### config.mk
export PLATFORM = sky130hd
export DESIGN_NAME = ifu_prefetch_buf
export DESIGN_NICKNAME = d
export VERILOG_FILES = /design/src/rtl/ifu_prefetch_buf.sv
export SDC_FILE = /design/constraint.sdc
export NUM_CORES = 1
export LEC_CHECK = 0
export BUFFER_PORTS_ARGS = -buffer_cell sky130_fd_sc_hd__buf_2
export CORE_ASPECT_RATIO = 0.9
export CORE_UTILIZATION = 50
export DETAILED_ROUTE_END_ITERATION = 16
export HOLD_SLACK_MARGIN = 0.06
export PLACE_DENSITY = 0.7
export SKIP_CTS_REPAIR_TIMING = 1
export SKIP_LAST_GASP = 1
export SLEW_MARGIN = 20
export SYNTH_ARGS = -nofsm -noshare
export SYNTH_HDL_FRONTEND = slang
export SYNTH_SLANG_ARGS = --single-unit
### constraint.sdc
create_clock -name clk -period 4.5 [get_ports clk]
set_clock_uncertainty 0.15 [all_clocks]
set_input_delay 0.225 -clock clk [delete_from_list [all_inputs] [get_ports clk]]
set_output_delay 0.225 -clock clk [all_outputs]
set_load 0.005 [all_outputs]
### src/rtl/ifu_prefetch_buf.sv
// Instruction prefetch buffer: word fetches over a req/gnt/rvalid bus, split into
// little-endian halfwords and delivered one per cycle with valid/ready and a PC.
module ifu_prefetch_buf #(
    parameter int          DEPTH      = 8,
    parameter logic [31:0] RESET_ADDR = 32'h0000_0000
) (
    input  logic        clk,
    input  logic        rst,
    input  logic        branch_valid,
    input  logic [31:0] branch_addr,
    output logic        bus_req,
    output logic [31:0] bus_addr,
    input  logic        bus_gnt,
    input  logic        bus_rvalid,
    input  logic [31:0] bus_rdata,
    output logic [15:0] hw_out,
    output logic        hw_valid,
    input  logic        hw_ready,
    output logic [31:0] hw_pc
);

    localparam int AW = $clog2(DEPTH);
    localparam int CW = AW + 1;

    localparam logic [1:0] IDLE = 2'd0;
    localparam logic [1:0] REQ  = 2'd1;
    localparam logic [1:0] WAIT = 2'd2;

    logic [1:0]    state;
    logic [29:0]   fetch_word;
    logic          skip_lo;
    logic          drop;
    logic [AW-1:0] rd_ptr;
    logic [AW-1:0] wr_ptr;
    logic [CW-1:0] count;
    logic [30:0]   pc_hw;
    logic [15:0]   mem [DEPTH];

    logic          push;
    logic          pop;
    logic [CW-1:0] push_n;
    logic [CW-1:0] free;
    logic          room_ok;

    assign hw_valid = (count != '0);
    assign pop      = hw_valid && hw_ready && !branch_valid;
    // A branch in the same cycle as the return kills the word just like a pending drop.
    assign push     = (state == WAIT) && bus_rvalid && !drop && !branch_valid;
    assign push_n   = skip_lo ? CW'(1) : CW'(2);
    assign free     = CW'(DEPTH) - count;
    assign room_ok  = (free >= CW'(2));

    assign bus_req  = (state == REQ);
    assign bus_addr = {fetch_word, 2'b00};
    assign hw_pc    = {pc_hw, 1'b0};
    assign hw_out   = hw_valid ? mem[rd_ptr] : 16'h0000;

    always_ff @(posedge clk or negedge rst) begin
        if (!rst) begin
            state      <= IDLE;
            fetch_word <= RESET_ADDR[31:2];
            skip_lo    <= RESET_ADDR[1];
            drop       <= 1'b0;
            rd_ptr     <= '0;
            wr_ptr     <= '0;
            count      <= '0;
            pc_hw      <= RESET_ADDR[31:1];
        end else begin
            case (state)
                IDLE: if (!branch_valid && room_ok) state <= REQ;
                REQ: begin
                    if (bus_gnt) begin
                        state <= WAIT;
                        drop  <= branch_valid;
                    end else if (branch_valid) begin
                        state <= IDLE;
                    end
                end
                WAIT: begin
                    if (bus_rvalid) begin
                        state <= IDLE;
                        drop  <= 1'b0;
                    end else if (branch_valid) begin
                        drop <= 1'b1;
                    end
                end
                default: state <= IDLE;
            endcase

            if (branch_valid) begin
                fetch_word <= branch_addr[31:2];
                skip_lo    <= branch_addr[1];
                pc_hw      <= branch_addr[31:1];
                rd_ptr     <= '0;
                wr_ptr     <= '0;
                count      <= '0;
            end else begin
                if (push) begin
                    fetch_word <= fetch_word + 30'd1;
                    skip_lo    <= 1'b0;
                    wr_ptr     <= wr_ptr + AW'(push_n);
                end
                if (pop) begin
                    rd_ptr <= rd_ptr + AW'(1);
                    pc_hw  <= pc_hw + 31'd1;
                end
                count <= count + (push ? push_n : CW'(0)) - (pop ? CW'(1) : CW'(0));
            end
        end
    end

    // Storage needs no reset: hw_out is masked while the queue is empty.
    always_ff @(posedge clk) begin
        if (push) begin
            if (skip_lo) begin
                mem[wr_ptr] <= bus_rdata[31:16];
            end else begin
                mem[wr_ptr]          <= bus_rdata[15:0];
                mem[wr_ptr + AW'(1)] <= bus_rdata[31:16];
            end
        end
    end

endmodule

==> results.toml <==
[synth]
yosys_register_bits = 203
synth_edf_count = 128
syn_area_um2 = 11490
synth.distinct_cells = 57
yosys-top-cells-area = "edfxtp_1 (33%), dfrtp_1 (16%), mux2_2 (12%)"
netlist.area_leader.share = 0.3346
ys.flop_type = "edfxtp_1"
ys_seq_area_frac = 0.4980
synth_cells = 918
syn_avg_cell_area_um2 = 12.51
synthArstFlopShare = 0.3695
yosys_warnings = 0
synthTopCellsByCount = "edfxtp_1 (128), mux2_2 (127), dfrtp_1 (75)"
yosysTopAreaCell = "edfxtp_1"
synth.most_common_cell = "edfxtp_1"

[layout]
syn_to_final_growth_pct = 20.54
drive_gt1_frac = 0.3675
n_fill_cell = 1843
nNetsFinal = 1189
insertedDiodeCount = 0
multi_input_area_um2 = 5485
register_area_um2 = 5722

[detailed_routing]
drc = 0
antenna_left = 0
drtIter0Drc = 793
vias = 8654
vias_per_cell = 6.103
routed_wl_um = 30190
dr.pass1.iters = 6
detail_route.wl_per_cell_um = 21.29

[global_route]
grtUsageTotal = 0.2507
antenna_found_initial = 0
grt_pass1_wl_um = 45580
grt_pass1_vias = 8073
grt_max_degree = 76
gr-total-overflow = 0

[clock_network]
cts_tree = "yes"
htree_levels = 1
cts-buffers-inserted = 23
clkSinkCount = 203
clk_path_buf_depth = 3
clk_latency_ns = 0.52
path_clk_slew_ns = 0.06
root_buffer = "clkbuf_16"

[place]
dp_hpwl_um = 18900
routabilityCongestion = 0.8462
port_buffers = 147

[worst_setup_path]
cp.required_ns = 4.47
end_kind = "register"
cp_top_family = "simple AND/OR/NAND/NOR gates"
startpoint = "wr_ptr[0]$_DFFE_PN0P_"
critPathMaxFanout = 17
worst-setup-path-type = "register to register"
max_stage_delay_ns = 0.96
crit_path_start_kind = "register"
ff2ff_path_depth = 4
reg2reg_from = "wr_ptr[0]$_DFFE_PN0P_"
slowest_stage = "or4_1"
worstPathCellList = "ha_1 -> xor2_1 -> or4_1 -> o31ai_4"
cp.arrival_ns = 3.19
crit_buf_inv = 0
r2r_setup_slack_ns = 1.27
path_depth = 4

[pwr]
power.density_nw_per_um2 = 403.6
p_leak_nw = 5.196
power.total_mw = 5.588
vdd_drop_max_uv = 309.6

[sta]
maxSlewHeadroom = 0.2100
hold_viol = 0
fin_tns_setup_ns = 0
clock.fmax_ghz = 0.3100
min_period_ns = 3.225
setup_viol = 0
worst_slew_pin_slew_ns = 1.185
fin_crit_sh = 0.7167
rsz0062_at_grt = "false"
finalMaxSlewViolations = 0

[floorplanning]
die_w_um = 161.8
start_util = 0.5102
core_um2 = 22510
die_area_um2 = 23580
row_count = 52
io_pins = 152
fp.dieH_um = 145.8

[worst_hold_path]
hold_path_depth = 3
min_from = "bus_rdata[11]"
hold_path_class = "input port to register"

[run_status]
outcome = "finished, final reports clean"

[run]
maxCapViolCount = 0
## worst reg2reg max path, stage by stage, from the launching register on
cell and delay, ns:
dfrtp_1 0.63, ha_1 0.29, xor2_1 0.29, or4_1 0.96, o31ai_4 0.51
## area by class of cell
cell class                      instances  area share
Sequential cell                       203      0.4132
Multi-Input combinational cell        632      0.3962
Clock inverter                         15     0.01093
Clock buffer                           27     0.04338
Timing Repair Buffer                  220      0.1029
Tap cell                              297     0.02684
Inverter                               24    0.006506
## stage by stage
step	worst slack [ns]	hold slack [ns]	instances	util	instance area, um2
floorplan	1.672	-0.2206	920	-	11490
global placement	1.255	0.3061	1324	0.5572	12540
CTS	1.159	-0.2247	1366	0.5909	13300
global route	1.118	0.1151	1418	0.6151	13850
detailed placement	1.169	0.3137	1324	0.5575	12550
finish	1.275	0.1056	1418	0.6151	13850
## state kept, by name, indices dropped and copies added, names as in the netlist
| name | cells |
|---|---|
| count | 4 |
| fetch_word | 30 |
| pc_hw | 31 |
| skip_lo | 1 |
| drop | 1 |
| state | 2 |
| wr_ptr | 3 |
| rd_ptr | 3 |
| mem | 128 |
## where the power goes
| part | switching, mW | internal, mW | leakage [nW] |
|---|---|---|---|
| combinational | 0.677 | 0.708 | 2.77 |
| sequential | 0.210 | 2.11 | 2.04 |
| clock | 0.752 | 1.13 | 0.379 |
## placed cells by master (no fill, tap or decap), drive strengths merged, types with 23 or more instances in the layout
cell / n
clkbuf: 27
nor4: 23
nor2: 65
nand4: 25
dfrtp: 75
nand2: 50
edfxtp: 128
inv: 25
mux4: 32
nand3: 23
mux2: 154
buf: 169
o21ai: 23
dlygate4sd3: 51
## per-layer routing
layer / track usage / wire length, um / vias to the layer above
li1: - / - / 3937
met1: 0.3721 / 13570 / 4345
met2: 0.3852 / 14140 / 319
met3: 0.03847 / 1903 / 53
met4: 0.06274 / 577 / 0
met5: 0 / 0 / -
## final timing paths
path,end
setup / recovery,mem[0][15]$_DFFE_PP_
max in group asynchronous,rd_ptr[0]$_DFFE_PN0P_
setup reg to reg,mem[0][15]$_DFFE_PP_
hold / removal,mem[0][11]$_DFFE_PP_
hold reg to reg,fetch_word[1]$_DFFE_PN0P_
min in group asynchronous,pc_hw[29]$_DFFE_PN0P_
## logic make-up (layout without fill, tap and decap cells)
logic type | after synthesis | after routing | share of synthesized area
buf+inv | 85 | 286 | 0.03192
other cells | 1 | 3 | 0.0003265
fa+ha+maj | 15 | 15 | 0.01765
xor+xnor | 20 | 20 | 0.01525
flops | 203 | 203 | 0.4980
mux | 203 | 203 | 0.2374
compound gates | 113 | 113 | 0.06743
simple gates | 278 | 278 | 0.1320
(Power assumes the default switching activity.)
